$ cat config.mk
export PLATFORM = sky130hd
export DESIGN_NAME = timer_responder_flat
export DESIGN_NICKNAME = d
export VERILOG_FILES = /design/src/rtl/timer_responder_if.sv /design/src/rtl/timer_responder.sv /design/src/flat_wrapper.sv
export SDC_FILE = /design/constraint.sdc
export NUM_CORES = 1
export LEC_CHECK = 0
export ABC_AREA = 1
export BUFFER_PORTS_ARGS = -buffer_cell sky130_fd_sc_hd__buf_2
export CAP_MARGIN = 15
export CORE_MARGIN = 10
export CORE_UTILIZATION = 45
export CTS_BUF_LIST = sky130_fd_sc_hd__clkbuf_2 sky130_fd_sc_hd__clkbuf_4 sky130_fd_sc_hd__clkbuf_8
export DETAILED_ROUTE_END_ITERATION = 6
export PLACE_DENSITY = 0.68
export SLEW_MARGIN = 25
export SYNTH_ARGS = -nofsm -noshare
export SYNTH_HDL_FRONTEND = slang
export SYNTH_SLANG_ARGS = --single-unit
$ cat constraint.sdc
create_clock -name clk -period 2.4 [get_ports clk]
set_clock_uncertainty 0.15 [all_clocks]
set_input_delay 0.48 -clock clk [delete_from_list [all_inputs] [get_ports clk]]
set_output_delay 0.48 -clock clk [all_outputs]
set_load 0.005 [all_outputs]
$ cat src/rtl/timer_responder_if.sv
// Data-side bus between the memory bridge and the timer device.
// Carries the decoded M-stage write/read signals plus the interrupt line.
interface timer_responder_if;
    logic [31:0] addr;
    logic        we;
    logic [3:0]  byte_en;
    logic [31:0] wdata;
    logic        hit;
    logic [31:0] rdata;
    logic        irq;

    modport master (
        output addr, we, byte_en, wdata,
        input  hit, rdata, irq
    );

    modport slave (
        input  addr, we, byte_en, wdata,
        output hit, rdata, irq
    );
endinterface

$ cat src/rtl/timer_responder.sv
// Memory-mapped countdown timer: CTRL/PRESET/COUNT registers, a 4-state
// countdown FSM and a one-shot (level) or auto-reload (pulse) interrupt.
module timer_responder #(
    parameter logic [31:0] BASE     = 32'h0000_7F00,
    parameter logic        IM_RESET = 1'b0
) (
    input logic             clk,
    input logic             reset,
    timer_responder_if.slave bus
);

    typedef enum logic [1:0] {
        ST_IDLE = 2'd0,
        ST_LOAD = 2'd1,
        ST_CNT  = 2'd2,
        ST_INT  = 2'd3
    } state_t;

    state_t      state_q, state_d;
    logic [3:0]  ctrl_q, ctrl_d;      // [3]=IM, [2:1]=MODE, [0]=EN
    logic [31:0] preset_q, preset_d;
    logic [31:0] count_q, count_d;
    logic        irq_flag_q, irq_flag_d;

    logic [1:0]  sel;
    logic        wr;
    logic        wr_ctrl;
    logic        wr_preset;
    logic        unused_addr;

    assign sel         = bus.addr[3:2];
    assign bus.hit     = (bus.addr[31:4] == BASE[31:4]);
    assign wr          = bus.we & bus.hit;
    assign wr_ctrl     = wr && (sel == 2'd0);
    assign wr_preset   = wr && (sel == 2'd1);
    assign bus.irq     = ctrl_q[3] & irq_flag_q;
    assign unused_addr = ^bus.addr[1:0];

    // Read mux on the word offset; unused CTRL bits and offset 0xC read zero.
    always_comb begin
        bus.rdata = '0;
        case (sel)
            2'd0:    bus.rdata = {28'd0, ctrl_q};
            2'd1:    bus.rdata = preset_q;
            2'd2:    bus.rdata = count_q;
            default: bus.rdata = '0;
        endcase
    end

    // FSM next-state, counter update and register writes.
    // Bus writes are applied after the FSM so they override its EN clear and
    // irq_flag set when both land on the same edge.
    always_comb begin
        state_d    = state_q;
        ctrl_d     = ctrl_q;
        preset_d   = preset_q;
        count_d    = count_q;
        irq_flag_d = irq_flag_q;

        case (state_q)
            ST_IDLE: begin
                if (ctrl_q[0]) state_d = ST_LOAD;
            end
            ST_LOAD: begin
                count_d = preset_q;
                state_d = ST_CNT;
            end
            ST_CNT: begin
                if (!ctrl_q[0]) begin
                    state_d = ST_IDLE;
                end else if (count_q > 32'd1) begin
                    count_d = count_q - 32'd1;
                end else begin
                    count_d    = '0;
                    irq_flag_d = 1'b1;
                    state_d    = ST_INT;
                end
            end
            ST_INT: begin
                if (ctrl_q[2:1] == 2'b01) begin
                    irq_flag_d = 1'b0;
                end else begin
                    ctrl_d[0] = 1'b0;
                end
                state_d = ST_IDLE;
            end
            default: state_d = ST_IDLE;
        endcase

        if (wr_ctrl && bus.byte_en[0]) begin
            ctrl_d = bus.wdata[3:0];
        end
        if (wr_preset) begin
            for (int unsigned i = 0; i < 4; i++) begin
                if (bus.byte_en[i]) preset_d[8*i +: 8] = bus.wdata[8*i +: 8];
            end
        end
        if (wr_ctrl || wr_preset) begin
            irq_flag_d = 1'b0;
        end
    end

    // State and register storage with asynchronous active-low reset.
    always_ff @(posedge clk or negedge reset) begin
        if (!reset) begin
            state_q    <= ST_IDLE;
            ctrl_q     <= {IM_RESET, 3'b000};
            preset_q   <= '0;
            count_q    <= '0;
            irq_flag_q <= 1'b0;
        end else begin
            state_q    <= state_d;
            ctrl_q     <= ctrl_d;
            preset_q   <= preset_d;
            count_q    <= count_d;
            irq_flag_q <= irq_flag_d;
        end
    end

endmodule

$ cat src/flat_wrapper.sv
// flat-port wrapper written by rule: the top's interface ports become plain ports
module timer_responder_flat 
#(
    parameter logic [31:0] BASE     = 32'h0000_7F00,
    parameter logic        IM_RESET = 1'b0
)
  (clk, reset, bus_addr, bus_we, bus_byte_en, bus_wdata, bus_hit, bus_rdata, bus_irq);
  timer_responder_if bus_i ();
  input logic clk;
  input logic reset;
  input wire logic [$bits(bus_i.addr)-1:0] bus_addr;
  input wire logic [$bits(bus_i.we)-1:0] bus_we;
  input wire logic [$bits(bus_i.byte_en)-1:0] bus_byte_en;
  input wire logic [$bits(bus_i.wdata)-1:0] bus_wdata;
  output wire logic [$bits(bus_i.hit)-1:0] bus_hit;
  output wire logic [$bits(bus_i.rdata)-1:0] bus_rdata;
  output wire logic [$bits(bus_i.irq)-1:0] bus_irq;
  assign bus_i.addr = bus_addr;
  assign bus_i.we = bus_we;
  assign bus_i.byte_en = bus_byte_en;
  assign bus_i.wdata = bus_wdata;
  assign bus_hit = bus_i.hit;
  assign bus_rdata = bus_i.rdata;
  assign bus_irq = bus_i.irq;
  timer_responder #(.BASE(BASE), .IM_RESET(IM_RESET)) u_core (.clk(clk), .reset(reset), .bus(bus_i));
endmodule
## Word-level counts from Yosys, hierarchy flattened

Index checks and enable logic that the tools add are counted.

| storage, ports and cells | value |
|---|---|
| register bits | 71 |
| latch bits | 0 |
| RAM bits | 0 |
| bits in read-only memories | 0 |
| bits of input ports | 71 |
| output and inout port bits | 34 |
| word-level logic and storage cells | 60 |
| memories | 0 |

| cells by class | value |
|---|---|
| $add $sub $neg | 1 |
| multiply operators | 0 |
| div/mod/pow operators | 0 |
| $lt $le $gt $ge | 1 |
| equal/unequal tests | 14 |
| shift operators | 0 |
| mux-type cells | 16 |
| bitwise logic cells | 2 |
| reductions and logical operators | 17 |

Operators with widths:

| cell | count |
|---|---|
| $pmux W32 S3 | 1 |
| $mux W32 | 2 |
| $pmux W32 S2 | 1 |
| $gt A32 B1 Y1 const B | 1 |
| $sub A32 B1 Y32 const B | 1 |
| $eq A28 B11 Y1 const B | 1 |
| $reduce_and A2 Y1 | 7 |
| $pmux W2 S4 | 1 |
| $mux W1 | 7 |
| $eq A2 B1 Y1 const B | 3 |
| $eq A2 B2 Y1 const B | 3 |
| $mux W2 | 3 |
| $ne A3 B1 Y1 const B | 2 |
| $ne A3 B3 Y1 const B | 2 |
| $logic_not A2 Y1 | 2 |
| $ne A2 B1 Y1 const B | 2 |
| $reduce_and A4 Y1 | 1 |
| $reduce_bool A2 Y1 | 2 |
| $logic_and A1 B1 Y1 | 3 |
| $reduce_bool A3 Y1 | 1 |
| $and A1 B1 Y1 | 2 |
| $ne A2 B2 Y1 const B | 1 |
| $pmux W1 S2 | 1 |
| $logic_or A1 B1 Y1 | 1 |

## Logic depth before layout (Yosys ltp)

| logic depth | value |
|---|---|
| depth after elaboration | 6 |
| gate-level depth with buffers | 12 |
| mapped depth without buffers | 12 |

## Least setup slack after synthesis

No wires, ideal clock.

| path | value |
|---|---|
| path kind | input port to output port |
| from | input bus_addr[2] |
| to | output bus_rdata[1] |
| arrival time | 1.270 ns |
| required time | 1.770 ns |
| slack | 0.500 ns |
| stages | 5 |
| buffers on the path | 1 |
| cells stage by stage | inv_1 nor2_4 clkbuf_1 nand2_1 o211ai_1 |

| on the way | value |
|---|---|
| word-level cells in the longest chain between the ends | 2 |
| elaborated cells on any way between the ends | 4 |

Ends and longest elaborated chain:

| element | RTL line | text |
|---|---|---|
| start: declaration | flat_wrapper.sv:11 | `input wire logic [$bits(bus_i.addr)-1:0] bus_addr;` |
| $eq A2 B2 Y1 (tied with other cells) | timer_responder.sv:42 | `case (sel)` |
| $pmux W32 S3 (*) | timer_responder.sv:42 |  |
| end: declaration | flat_wrapper.sv:16 | `output wire logic [$bits(bus_i.rdata)-1:0] bus_rdata;` |

Every way passes the cells marked *; elsewhere a longest branch is shown, timed or not.

## Worst setup path after layout

| path | value |
|---|---|
| from | input bus_addr[2] |
| to | output bus_rdata[14] |

The elaborated chain is that of the path after synthesis.

==> results.txt <==
----------------------------------------------------
[Status]
  Result of the run ... finished with violations
  Violated checks ... negative hold slack

[Die]
  Std-Cell Core Area ... 10790 um2
  Vertical die dimension ... 124.5 um
  Horizontal die dimension ... 124.5 um
  Boundary Pins ... 105
  Number of placement rows ... 38
  Starting density of the core ... 45.57%
  Die Outline Area ... 15510 um2

[Placement]
  Half-perimeter wire length of the detailed placement result ... 10600 um
  Number of input and output port buffers inserted ... 102
  Final weighted congestion in routability-driven placement ... 0.9052

[Clock tree]
  Clock-pin slew on the worst setup and hold paths ... 80 ps
  Post-CTS Repair Setup Buffers ... 0
  CTS Root Cell ... sky130_fd_sc_hd__clkbuf_8
  Number of H-tree levels ... 3
  Clock tree from TritonCTS ... done
  Resized cells post-CTS ... 0
  Number of buffers inserted by hold repair at cts ... 0
  Number of buffers added by the clock tree synthesis step ... 9
  Clock Sinks ... 71
  Clock latency on the worst-skew pair ... 350 ps
  CTS Buffer Depth ... 2

[Setup path]
  Worst setup path class ... input pin to primary output
  Slowest library cell on the worst path ... sky130_fd_sc_hd__o22ai_1
  R2r startpoint ... u_core.count_q[0]$_DFFE_PN0P_
  Crit path launch type ... input pin
  Ordered list of cells on the worst path ... buf_2 -> inv_1 -> nand2_1 -> buf_4 -> o22ai_1 -> buf_2
  Worst path depth ... 6
  Critical path startpoint ... bus_addr[2]
  Critical path's top delay family ... buffers and inverters
  Largest stage delay on the critical path ... 270 ps
  Cell repeated most along the worst path ... sky130_fd_sc_hd__buf_2
  Crit path DAT ... 1450 ps
  Kind of end point of the critical path ... primary output
  R2R cell count ... 10
  Required @ worst endpoint ... 1770 ps
  Sum of buffers and inverters on the critical path ... 4
  Crit-path max FO ... 31

[Final layout]
  Final #Nets ... 892
  Synthesis-to-layout area growth ... 16.71%
  Layout filler cell count ... 1077
  Antenna cell count ... 0
  Layout cell share with drive strength beyond 1 ... 25.64%

[STA]
  Time the worst path needs with I/O delays and setup ... 2076 ps
  Actual transition at the worst max-transition pin ... 416.3 ps
  Unrepaired setup endpoints after global routing ... no
  Achievable clock frequency ... 481.7 MHz
  Ratio of final minimum period to clock period ... 86.49%
  Number of endpoints failing setup at the final stage ... 0
  Total negative slack ... 0 ps
  Final hold violations ... 11
  Slew headroom ... 72.21%
  Worst hold slack ... -32.15 ps
  Final Max Tran Viols ... 0

[Synth]
  Number of warnings reported in the yosys synthesis log ... 0
  Synthesis-stage register bit count ... 71
  Synth Flop Type ... sky130_fd_sc_hd__dfrtp_1
  Number of distinct standard cells referenced by the synthesized netlist ... 29
  Number of standard cells after synthesis ... 717
  Sequential cell area fraction in the yosys report ... 36.12%
  Number of synthesized flops with an enable pin ... 0
  Average cell area after synthesis ... 6.860 um2
  Share of synthesized flip-flops with an asynchronous set or reset ... 100.0%
  Post-Syn Nets ... 790
  Cell area after synthesis ... 4918 um2

[GRT]
  Number of global-route vias before repair ... 4840
  Maximum number of pins on one net before global-route repair ... 72
  All-layer global routing usage ... 18.24%
  Total congestion overflow after global routing ... 0
  Number of antenna violations at the first check in global routing ... 0
  Global-route wire length before repair ... 24000 um

[Drt]
  Number of vias per cell after detailed routing ... 4.940
  Residual DRC count ... 0
  Detail Route Antenna Nets ... 0
  Detailed-route wire length ... 13850 um
  Average routed wire per standard cell ... 14.38 um
  Number of design-rule violations left by the first detailed-router iteration ... 363
  Total number of vias ... 4757
  Number of iterations in the first detailed-routing pass ... 5

[Job]
  Max capacitance violation total ... 0

[Pwr]
  IR drop worst, VDD ... 0.2165 mV
  Leakage ... 3.270 nW
  Power per cell area ... 386.0 nW/um2

[Hold path]
  Worst Hold Class ... input pin to asynchronous set/reset pin

----------------------------------------------------
[synth_stat cells, types with 9 or more instances]
| library cell | n | area, um2 |
|---|---|---|
| sky130_fd_sc_hd__nor2_1 | 72 | 270.3 |
| sky130_fd_sc_hd__nor2_2 | 11 | 68.82 |
| sky130_fd_sc_hd__inv_1 | 86 | 322.8 |
| sky130_fd_sc_hd__o21ai_1 | 9 | 45.04 |
| sky130_fd_sc_hd__nand2_2 | 13 | 81.33 |
| sky130_fd_sc_hd__nand4_1 | 9 | 56.30 |
| sky130_fd_sc_hd__o21ai_2 | 41 | 359.1 |
| sky130_fd_sc_hd__nand2_1 | 277 | 1040 |
| sky130_fd_sc_hd__nand3_1 | 27 | 135.1 |
| sky130_fd_sc_hd__o21ai_0 | 38 | 190.2 |
| sky130_fd_sc_hd__dfrtp_1 | 71 | 1777 |
| sky130_fd_sc_hd__xor2_1 | 12 | 105.1 |
| sky130_fd_sc_hd__clkbuf_1 | 12 | 45.04 |
[routing by layer]
| metal | up-vias | global-route usage, % | part of all wire (%) |
|---|---|---|---|
| met5 | - | 0 | 0 |
| met4 | 0 | 6.511 | 1.7 |
| met3 | 16 | 3.489 | 6.5 |
| met2 | 161 | 28.29 | 44 |
| met1 | 2153 | 24.66 | 48 |
| li1 | 2427 | - | - |
[through the flow]
| step | total power, mW | cells | instance area (um2) | utilization (%) | setup WS (ps) |
|---|---|---|---|---|---|
| after floorplan | 1.261 | 717 | 4918 | - | 499.7 |
| after global placement | 1.358 | 948 | 5568 | 51.59 | 321.6 |
| after detailed placement | 1.361 | 948 | 5568 | 51.59 | 275.2 |
| after CTS | 2.242 | 963 | 5741 | 53.19 | 354.0 |
| after global routing | 2.311 | 963 | 5741 | 53.19 | 134.2 |
| final | 2.216 | 963 | 5741 | 53.19 | 324.2 |
[cell families after synthesis]
group | Yosys count | share of synthesized area [%]
AND/OR/NAND/NOR | 425 | 38.26
buffers and inverters | 109 | 9.310
AO/OA/AOI/OAI | 97 | 13.48
flip-flops | 71 | 36.12
XOR/XNOR | 13 | 2.315
adder cells (fa/ha/maj) | 2 | 0.5087
[report_power, final]
part           leakage, nW  switching [mW]  internal [mW]
Sequential           0.987    0.0000000172           1.20
Combinational         2.19          0.0853         0.0544
Clock               0.0942           0.436          0.444
[layout by cell type (no fill, tap or decap), drive strengths merged]
| cell | instances |
|---|---|
| ha | 2 |
| clkinv | 1 |
| inv | 88 |
| nor3 | 1 |
| o22ai | 1 |
| o21ai | 89 |
| xor2 | 12 |
| nand3 | 28 |
| nand4 | 13 |
| o221ai | 1 |
| a21oi | 3 |
| nor2 | 91 |
| clkbuf | 14 |
| o211ai | 3 |
| nand2 | 292 |
| xnor2 | 1 |
| buf | 112 |
| dfrtp | 71 |
[worst register-to-register path, stage by stage, from the launching register on]
cell and delay, ps:
sky130_fd_sc_hd__dfrtp_1 420, sky130_fd_sc_hd__inv_1 130, sky130_fd_sc_hd__ha_1 250, sky130_fd_sc_hd__o21ai_0 130, sky130_fd_sc_hd__nor2_2 150, sky130_fd_sc_hd__nand2_4 100
sky130_fd_sc_hd__o21ai_4 120, sky130_fd_sc_hd__buf_4 270, sky130_fd_sc_hd__o21ai_0 140, sky130_fd_sc_hd__nand2_1 60, sky130_fd_sc_hd__nand2_1 50
[area by class of cell]
type                    count  area, um2  area share [%]
well taps                 140      175.2           3.051
inverters                  88      330.3           5.754
repair buffers            112      598.1           10.42
clock inverters             1      5.005         0.08718
flip-flops and latches     71       1777           30.95
clock buffers              14      167.7           2.921
multi-input cells         537       2688           46.82
[sequential cells by signal (all words and copies together) (netlist names)]
register           flops
u_core.state_q         2
u_core.ctrl_q          4
u_core.preset_q       32
u_core.count_q        32
u_core.irq_flag_q      1
[worst paths after layout]
path | endpoint | slack (ps)
worst max-delay path | bus_rdata[14] | 320
worst min-delay path | u_core.count_q[7]$_DFFE_PN0P_ | -30
worst max register to register | u_core.count_q[15]$_DFFE_PN0P_ | 340
worst min register to register | u_core.ctrl_q[2]$_DFFE_PN0P_ | 330
max in group asynchronous | u_core.preset_q[8]$_DFFE_PN0P_ | 1770
min in group clk | u_core.preset_q[11]$_DFFE_PN0P_ | 210
Power figures use the tool's default switching activity.
